File: src/rtl/mem_arbiter.sv
// Round-robin arbiter sharing one fixed-latency memory port between an
// instruction-fetch requester and a data requester.
module mem_arbiter #(
  parameter int AW  = 32,
  parameter int DW  = 32,
  parameter int LAT = 2
) (
  input  logic          clk,
  input  logic          rst,
  input  logic          i_req,
  input  logic [AW-1:0] i_addr,
  output logic          i_gnt,
  output logic          i_done,
  output logic [DW-1:0] i_rdata,
  input  logic          d_req,
  input  logic          d_we,
  input  logic [AW-1:0] d_addr,
  input  logic [DW-1:0] d_wdata,
  output logic          d_gnt,
  output logic          d_done,
  output logic [DW-1:0] d_rdata,
  output logic          m_en,
  output logic          m_we,
  output logic [AW-1:0] m_addr,
  output logic [DW-1:0] m_wdata,
  input  logic [DW-1:0] m_rdata,
  output logic          busy
);

  if (LAT < 1 || LAT > 7) begin : g_lat_check
    $error("mem_arbiter: LAT must be in 1..7");
  end

  typedef enum logic [1:0] {
    IDLE   = 2'd0,
    ACCESS = 2'd1,
    WAIT   = 2'd2,
    DONE   = 2'd3
  } state_e;

  localparam logic       OWN_I   = 1'b0;
  localparam logic       OWN_D   = 1'b1;
  localparam logic [2:0] LAT_CNT = 3'(LAT);

  state_e        state_q, state_d;
  logic          owner_q, owner_d;
  logic          last_q, last_d;
  logic          we_q, we_d;
  logic [AW-1:0] addr_q, addr_d;
  logic [DW-1:0] wdata_q, wdata_d;
  logic [2:0]    cnt_q, cnt_d;
  logic [DW-1:0] i_rdata_q, i_rdata_d;
  logic [DW-1:0] d_rdata_q, d_rdata_d;

  always_ff @(posedge clk or negedge rst) begin
    if (!rst) begin
      state_q   <= IDLE;
      owner_q   <= OWN_I;
      last_q    <= OWN_I;
      we_q      <= 1'b0;
      addr_q    <= '0;
      wdata_q   <= '0;
      cnt_q     <= 3'd0;
      i_rdata_q <= '0;
      d_rdata_q <= '0;
    end else begin
      state_q   <= state_d;
      owner_q   <= owner_d;
      last_q    <= last_d;
      we_q      <= we_d;
      addr_q    <= addr_d;
      wdata_q   <= wdata_d;
      cnt_q     <= cnt_d;
      i_rdata_q <= i_rdata_d;
      d_rdata_q <= d_rdata_d;
    end
  end

  always_comb begin
    state_d   = state_q;
    owner_d   = owner_q;
    last_d    = last_q;
    we_d      = we_q;
    addr_d    = addr_q;
    wdata_d   = wdata_q;
    cnt_d     = cnt_q;
    i_rdata_d = i_rdata_q;
    d_rdata_d = d_rdata_q;
    i_gnt     = 1'b0;
    d_gnt     = 1'b0;
    i_done    = 1'b0;
    d_done    = 1'b0;
    m_en      = 1'b0;
    m_we      = 1'b0;
    busy      = 1'b1;

    case (state_q)
      IDLE: begin
        busy = 1'b0;
        // Grants are suppressed while reset is held so no requester sees a phantom accept.
        if (rst) begin
          if (i_req && (!d_req || last_q == OWN_D)) begin
            i_gnt = 1'b1;
          end else if (d_req) begin
            d_gnt = 1'b1;
          end
        end
        if (i_gnt) begin
          owner_d = OWN_I;
          last_d  = OWN_I;
          we_d    = 1'b0;
          addr_d  = i_addr;
          state_d = ACCESS;
        end else if (d_gnt) begin
          owner_d = OWN_D;
          last_d  = OWN_D;
          we_d    = d_we;
          addr_d  = d_addr;
          wdata_d = d_wdata;
          state_d = ACCESS;
        end
      end

      ACCESS: begin
        m_en    = 1'b1;
        m_we    = we_q;
        cnt_d   = LAT_CNT;
        state_d = WAIT;
      end

      WAIT: begin
        cnt_d = cnt_q - 3'd1;
        if (cnt_q == 3'd1) begin
          state_d = DONE;
          if (!we_q) begin
            if (owner_q == OWN_I) begin
              i_rdata_d = m_rdata;
            end else begin
              d_rdata_d = m_rdata;
            end
          end
        end
      end

      DONE: begin
        i_done  = (owner_q == OWN_I);
        d_done  = (owner_q == OWN_D);
        state_d = IDLE;
      end

      default: state_d = IDLE;
    endcase
  end

  assign m_addr  = addr_q;
  assign m_wdata = wdata_q;
  assign i_rdata = i_rdata_q;
  assign d_rdata = d_rdata_q;

endmodule

File: config.mk
export PLATFORM = sky130hd
export DESIGN_NAME = mem_arbiter
export DESIGN_NICKNAME = d
export VERILOG_FILES = /design/src/rtl/mem_arbiter.sv
export SDC_FILE = /design/constraint.sdc
export NUM_CORES = 1
export LEC_CHECK = 0
export CAP_MARGIN = 20
export CORE_ASPECT_RATIO = 2
export CORE_MARGIN = 2
export CORE_UTILIZATION = 45
export DETAILED_ROUTE_END_ITERATION = 8
export GPL_TIMING_DRIVEN = 0
export PLACE_DENSITY = 0.86
export SYNTH_ARGS = -nofsm -noshare
export SYNTH_HDL_FRONTEND = slang
export SYNTH_SLANG_ARGS = --single-unit
export TNS_END_PERCENT = 30
File: constraint.sdc
create_clock -name clk -period 3.9 [get_ports clk]
set_clock_uncertainty 0.2 [all_clocks]
set_input_delay 1.17 -clock clk [delete_from_list [all_inputs] [get_ports clk]]
set_output_delay 1.17 -clock clk [all_outputs]
set_load 0.02 [all_outputs]
== Yosys cells after proc, flatten, opt, wreduce, memory -nomap -nowiden ==
Index checks and enable logic that the tools add are counted.
W data, S select, Z words.

* Register bits after elaboration: 135
* Latch bits: 0
* RAM bits: 0
* ROM bits: 0
* Output and inout bits: 135
* Memories kept: 0

* $add $sub $neg: 1
* $mul: 0
* Divide/modulo/power cells: 0
* Order comparisons: 0
* Equal/unequal tests: 6
* Shift-type cells: 0
* Mux-type cells: 25
* Bitwise logic cells: 3
* Reductions and logical operators: 11

{| class="wikitable"
|+ Operators with widths
! cell !! number
|-
| $mux W32 || 2
|-
| $mux W1 || 18
|-
| $pmux W2 S4 || 1
|-
| $reduce_and A4 Y1 || 2
|-
| $mux W2 || 3
|-
| $pmux W3 S2 || 1
|-
| $eq A2 B2 Y1 const B || 2
|-
| $reduce_and A2 Y1 || 2
|-
| $reduce_bool A2 Y1 || 2
|-
| $eq A3 B1 Y1 const B || 1
|-
| $ne A3 B3 Y1 const B || 1
|-
| $not A1 Y1 || 3
|-
| $reduce_and A3 Y1 || 1
|-
| $sub A3 B1 Y3 const B || 1
|-
| $eq A2 B1 Y1 const B || 1
|-
| $logic_not A2 Y1 || 1
|-
| $ne A2 B2 Y1 const B || 1
|-
| $logic_and A1 B1 Y1 || 1
|-
| $logic_not A1 Y1 || 1
|-
| $logic_or A1 B1 Y1 || 1
|}

== Depth between registers and ports, before layout ==
Gate-level depths: netlist (run 1).

* Depth after elaboration: 9
* Mapped depth: 7
* Mapped depth without buffers: 5

== Least setup slack after synthesis (run 1) ==
No wires, ideal clock.

* Path kind: in2out
* Start point: input rst
* End point: output i_gnt
* Arrival time: 2000 ps
* Path slack: 530 ps
* Cell stages on the path: 4
* Path buffers: 2
* Cells stage by stage: nand2_2 buf_6 clkbuf_1 nor3_1

* Cells in the longest elaborated chain, start to end: 3

{| class="wikitable"
|+ RTL lines
! element !! RTL line !! source
|-
| start: declaration || 9 || <nowiki>input logic rst,</nowiki>
|-
| $mux W1 || 101 || <nowiki>if (rst) begin</nowiki>
|-
| $mux W1 (2 in series) || 97 || <nowiki>case (state_q)</nowiki>
|-
| end: declaration || 12 || <nowiki>output logic i_gnt,</nowiki>
|}

Every way passes these cells. The select of a mux whose other input is x is not followed.

== Worst setup path after layout (run 1) ==
* Start point: input d_req
* End point: output d_gnt

* Cells in the longest elaborated chain, start to end: 7
* Elaborated cells on any way between the ends: 8
* Those cells by class: mux: 5; reduce/logical: 3

{| class="wikitable"
|+ RTL lines
! element !! RTL line !! source
|-
| start: declaration || 15 || <nowiki>input logic d_req,</nowiki>
|-
| $logic_not A1 Y1 || 102 || <nowiki>if (i_req && (!d_req || last_q == OWN_D)) begin</nowiki>
|-
| $logic_or A1 B1 Y1 || 102 ||
|-
| $logic_and A1 B1 Y1 || 102 ||
|-
| $mux W1 * || 102 ||
|-
| $mux W1 * || 101 ||
|-
| $mux W1 * (2 in series) || 97 ||
|-
| end: declaration || 19 || <nowiki>output logic d_gnt,</nowiki>
|}

Mark *: on every way between the ends. The rest lies on a longest branch, timed or not. The select of a mux whose other input is x is not followed.

==> impl_metrics.csv, run 1 <==
group,metric,value,unit
yosys,synth_edf_count,0,
die,coreArea,12800,um2
pwr,power,7.87,mW
placed_design,pre_cts_slack,-0.669,ns
sta,tightest_slew,0.510,ns
cells_and_area,area_delta_synth_final,60.3,%
yosys,synth_flop_cell,"dfrtp_1",
die,dieWidth,84.8,um
hold_path,hp-class,"reg -> reg",
yosys,synth_nets,569,
cells_and_area,multi_input_area,2230,um2
cells_and_area,nNetsFinal,858,
yosys,ys_seq_elements,135,
pwr,leakage,4.06,nW
sta,setup_viol,0,
yosys,seq_area_frac_synth,57.6,%
routing,drtIter0Drc,126,
routing,wl_per_cell,18.7,um
cells_and_area,seqCellArea,3380,um2
flow_run,drv_cap,0,
routing,vias,4642,
worst_setup_path,regToRegSetupSlack,1.66,ns
clock_tree,path_clk_slew,0.06,ns
cells_and_area,final_common_cell,"clkdlybuf4s50_1",
cells_and_area,fillCellCount,896,
placed_design,place.gp.congestion,0.827,
die,io_pins,268,
clock_tree,h-tree-depth,4,
yosys,synth.avg_cell_area,13.6,um2
clock_tree,tritoncts,"yes",
placed_design,placed_area,8760,um2
routing,viasPerCell,5.26,
yosys,synth_area,5870,um2
global_route,gr-total-overflow,0,
cells_and_area,antennaDiodeCount,0,
worst_setup_path,slowest_stage,"clkdlybuf4s50_1",
routing,dr.pass1.iters,4,
worst_setup_path,cp-endpoint,"d_gnt",
cells_and_area,design_area,9410,um2
worst_setup_path,critical_path_required,2.53,ns
placed_design,hpwl,12100,um
yosys,async_reset_ff_share,100,%
routing,ant_nets,0,
clock_tree,clkSinkCount,135,
worst_setup_path,path_class,"in -> out",
placed_design,portBuffers,267,
worst_setup_path,critical_path.max_stage_delay,0.54,ns
sta,worst_slack,0.166,ns
die,start_util,45.7,%
global_route,grt_pass1_vias,5023,
cells_and_area,drive_above_1_share,22.0,%
worst_setup_path,crit_path_end_kind,"output port",
cells_and_area,fin_cells,883,
die,die-area,14000,um2
cells_and_area,final_cell_mix,"clkdlybuf4s50_1 (263), dfrtp_1 (135), mux2_2 (67)",
worst_setup_path,crit_chain,"clkdlybuf4s50_1, nand3_1, a21oi_4, buf_6, clkbuf_2",
clock_tree,cts_hold_buf,0,
outcome,status,"finished clean",
sta,slew_headroom,66.0,%
global_route,grt_max_degree,78,
sta,fin_crit_sh,95.7,%
sta,fmax,268,MHz
worst_setup_path,r2r_start,"state_q[0]",
yosys,yosys.cell_types.count,36,
routing,drc,0,
sta,min_period,3.73,ns
clock_tree,clk-insertion-delay-late,0.41,ns
yosys,yosysWarnings,0,
sta,rsz0062_at_grt,"no",
die,die_y,166,um
pwr,ir_worst_vdd,492,uV
die,rows,59,
global_route,grt_usage,24.3,%
placed_design,dp.cells,850,
worst_setup_path,arrival,2.36,ns
worst_setup_path,crit_fanout,10,
worst_setup_path,setup.worst_path.start,"d_req",
global_route,antenna_found_initial,0,
worst_setup_path,start_kind,"input pin",
sta,slew_viol_final,0,
pwr,power.density,836,nW/um2
clock_tree,clk_path_buf_depth,2,
clock_tree,cts_root_buffer,"clkbuf_16",
worst_setup_path,rr_worst_depth,6,
routing,wl,16500,um
global_route,grt_pass1_wl,26200,um
worst_setup_path,worst_r2r_endpoint,"i_rdata[7]",
yosys,netlist_instances,430,
sta,fin_tns_setup,0,ns
sta,timing.final.hold_violations,0,
clock_tree,cts_buffers,17,
==> repair_timing <==
action / CTS / global route
setup buffers: 1 / 0
endpoints found under the setup margin: 2 / 2
gates cloned: 0 / 1
gates resized for setup: 9 / 5
==> routing by layer <==
layer | vias up | track usage (%) | wire length, um
met1 | 2243 | 27.5 | 6250
met5 | - | 0 | 0
met3 | 27 | 10.3 | 1670
li1 | 2122 | - | -
met4 | 0 | 8.44 | 285
met2 | 250 | 41.1 | 8270
==> synthesized netlist by cell type (3+ instances only) <==
| cell | instances | share of area, % |
|---|---|---|
| o21ai_0 | 34 | 2.9 |
| dfrtp_1 | 135 | 58 |
| inv_1 | 7 | 0.45 |
| ha_1 | 6 | 1.3 |
| buf_4 | 4 | 0.51 |
| buf_1 | 4 | 0.26 |
| nor2_1 | 34 | 2.2 |
| buf_6 | 8 | 1.5 |
| mux2_4 | 30 | 7.7 |
| clkbuf_1 | 11 | 0.70 |
| or3b_2 | 5 | 0.75 |
| or3b_1 | 27 | 4.0 |
| buf_12 | 3 | 1.0 |
| a31oi_1 | 33 | 3.5 |
| mux2_2 | 67 | 13 |
==> cells by family (layout without fill, tap and decap cells) <==
group                      after synthesis  count (layout)  synth area share (%)
AOI/OAI and AO/OA                       75              75                  7.59
DFF                                    135             135                  57.6
adders and majority gates                6               6                  1.28
muxes                                   98              98                  20.7
buffers and inverters                   38             339                  4.56
and+or+nand+nor                         78              78                  8.31
==> power by group <==
part / internal [mW] / switching (mW)
Clock: 1.01 / 0.628
Sequential: 2.11 / 0.412
Combinational: 1.98 / 1.73
Total: 5.10 / 2.77
==> worst max-delay path, delay by kind of cell <==
| kind | cells | cell delay, ns |
|---|---|---|
| buffers and inverters | 3 | 0.89 |
| AND/OR/NAND/NOR | 1 | 0.13 |
| AO/OA/AOI/OAI | 1 | 0.16 |
==> metrics by stage <==
step	utilization [%]	hold WS, ns
2_1_floorplan	-	0.272
3_3_place_gp	68.0	0.287
3_5_place_dp	68.2	0.294
4_1_cts	73.1	0.307
5_1_grt	73.3	0.318
6_report	73.3	0.303
==> how the worst min path moves through the flow <==
| stage | from | cells after the start | to | slack (ns) |
|---|---|---|---|---|
| 4_1_cts | i_rdata[8] | 1 | i_rdata[8] | 0.31 |
| 3_5_place_dp | i_rdata[26] | 1 | i_rdata[26] | 0.29 |
| 5_1_grt | m_wdata[22] | 1 | m_wdata[22] | 0.32 |
| 3_3_place_gp | m_wdata[18] | 1 | m_wdata[18] | 0.29 |
| 2_1_floorplan | we_q | 1 | we_q | 0.27 |
| 6_report | i_rdata[8] | 1 | i_rdata[8] | 0.30 |
==> area by class of cell <==
class | instances | share of cell area [%]
sequential | 135 | 35.9
timing repair buffer | 270 | 29.1
multi-input combinational | 257 | 23.7
clock buffer | 17 | 4.52
buffer | 31 | 2.58
tap | 152 | 2.02
clock inverter | 14 | 1.87
inverter | 7 | 0.279
==> flip-flops by register name (all words and copies together) (netlist names) <==
signal / flops
m_wdata: 32
d_rdata: 32
we_q: 1
last_q: 1
cnt_q: 3
i_rdata: 32
state_q: 2
m_addr: 32
No activity file was read; power rests on OpenSTA's default activity.
==> run 2: changes to the inputs <==
- CORE_MARGIN: 2 -> unset
==> run 2 against run 1 <==
Final cell count is the same. Die area is 3.5% lower. Global-route usage up 2.2 points. Core utilization is 2.1 points higher. Critical path type unchanged. Clock power about the same. Wire length up 4.5%. Sequential power hardly changed. Non-clock buffer count increased by 1. Design area increased by 1.1%.
==> impl_metrics.csv, run 2 (same netlist as run 1, synthesis figures left out) <==
group,metric,value,unit
clock_tree,path_clk_slew,0.05,ns
cells_and_area,fin_cells,883,
cells_and_area,nNetsFinal,859,
placed_design,dp.cells,848,
worst_setup_path,crit_buf_inv,4,
worst_setup_path,crit_top_cell,"buf_16",
die,coreArea,12600,um2
die,dieWidth,82.8,um
clock_tree,tritoncts,"yes",
clock_tree,cts_root_buffer,"clkbuf_16",
global_route,gr-total-overflow,0,
sta,fin_tns_setup,0,ns
sta,slew_viol_final,0,
die,start_util,46.5,%
routing,wl_per_cell,19.5,um
worst_setup_path,arrival,2.35,ns
sta,slew_headroom,67.3,%
die,die-area,13500,um2
clock_tree,cts_buffers,17,
sta,setup_viol,0,
pwr,power,7.95,mW
placed_design,pre_cts_slack,-1.13,ns
sta,fin_crit_sh,95.4,%
cells_and_area,final_cell_mix,"clkdlybuf4s50_1 (262), dfrtp_1 (135), mux2_2 (67)",
die,rows,58,
worst_setup_path,crit_family,"buffers and inverters",
clock_tree,clkSinkCount,135,
sta,hold_slack,0.304,ns
worst_setup_path,critical_path_required,2.53,ns
routing,wl,17200,um
worst_setup_path,critical_path.max_stage_delay,0.27,ns
placed_design,portBuffers,267,
cells_and_area,post-route-util,75.3,%
die,io_pins,268,
worst_setup_path,start_kind,"input pin",
worst_setup_path,crit_fanout,38,
clock_tree,clk-insertion-delay-late,0.41,ns
global_route,grt_usage,26.5,%
worst_setup_path,path_class,"in -> out",
routing,ant_nets,0,
clock_tree,cts_hold_buf,0,
pwr,ir_worst_vdd,552,uV
sta,rsz0062_at_grt,"no",
clock_tree,h-tree-depth,4,
sta,min_period,3.72,ns
cells_and_area,design_area,9510,um2
routing,drc,0,
cells_and_area,area_delta_synth_final,62.0,%
sta,fmax,269,MHz
routing,drtIter0Drc,153,
placed_design,placed_area,8760,um2
pwr,power.density,836,nW/um2
clock_tree,clk_path_buf_depth,2,
cells_and_area,antennaDiodeCount,0,
cells_and_area,fillCellCount,841,
routing,vias,4686,
sta,timing.final.hold_violations,0,
worst_setup_path,crit_path_end_kind,"output port",
global_route,grt_pass1_vias,5203,
hold_path,hp-class,"reg -> reg",
cells_and_area,final_common_cell,"clkdlybuf4s50_1",
routing,viasPerCell,5.31,
worst_setup_path,crit_chain,"buf_16, buf_16, nand3_1, a21oi_4, buf_8, clkdlybuf4s15_2",
routing,dr.pass1.iters,4,
cells_and_area,drive_above_1_share,22.4,%
flow_run,drv_cap,0,
global_route,antenna_found_initial,0,
worst_setup_path,slowest_stage,"clkdlybuf4s15_2",
sta,worst_slack,0.180,ns
placed_design,hpwl,12900,um
global_route,grt_max_degree,39,
sta,tightest_slew,0.490,ns
placed_design,place.gp.congestion,0.911,
die,die_y,164,um
outcome,status,"finished clean",
global_route,grt_pass1_wl,26100,um
pwr,leakage,4.12,nW
[run 2: worst register-to-register path: stages, from the launching register on]
cell and delay (ns):
dfrtp_1 0.42, inv_1 0.10, ha_1 0.26, nand4bb_1 0.14, nor2_1 0.36, buf_4 0.29
mux2_2 0.37
[run 2: per-layer routing]
metal / GRT usage [%] / share of wire, % / wire length [um]
met1: 24.8 / 32 / 5520
met2: 47.8 / 53 / 9190
met3: 9.33 / 10 / 1730
met4: 14.6 / 4.5 / 779
met5: 0 / 0 / 0
[run 2: report_power, final]
group	switching (mW)	internal [mW]	leakage, nW	total (mW)
Combinational	1.77	2.00	2.20	3.77
Sequential	0.417	2.11	1.63	2.52
Clock	0.622	1.03	0.291	1.65
Total	2.81	5.13	4.12	7.95
[run 2: cell type report]
class,instances,area (um2),share of cell area [%]
Tap cell,150,188,1.97
Sequential cell,135,3380,35.5
Inverter,7,26.3,0.276
Multi-Input combinational cell,257,2240,23.5
Buffer,30,243,2.55
Timing Repair Buffer,272,2830,29.7
Clock buffer,19,443,4.66
Clock inverter,13,170,1.79
[run 2: path summary, 6_finish.rpt]
path	depth (start not counted)	slack, ns	to	from
min reg2reg	1	0.30	d_rdata[0]	d_rdata[0]
min in group asynchronous	1	0.41	cnt_q[2]	rst
max reg2reg	6	1.64	i_rdata[28]	state_q[0]
min	1	0.30	d_rdata[0]	d_rdata[0]
max	6	0.18	d_gnt	rst
max in group asynchronous	2	2.50	we_q	rst
[run 2: timing repair]
action                                  in CTS  in global routing
buffers inserted                             1                  0
gates resized for setup                     14                  2
cloned                                       3                  0
endpoints found under the setup margin       2                  2
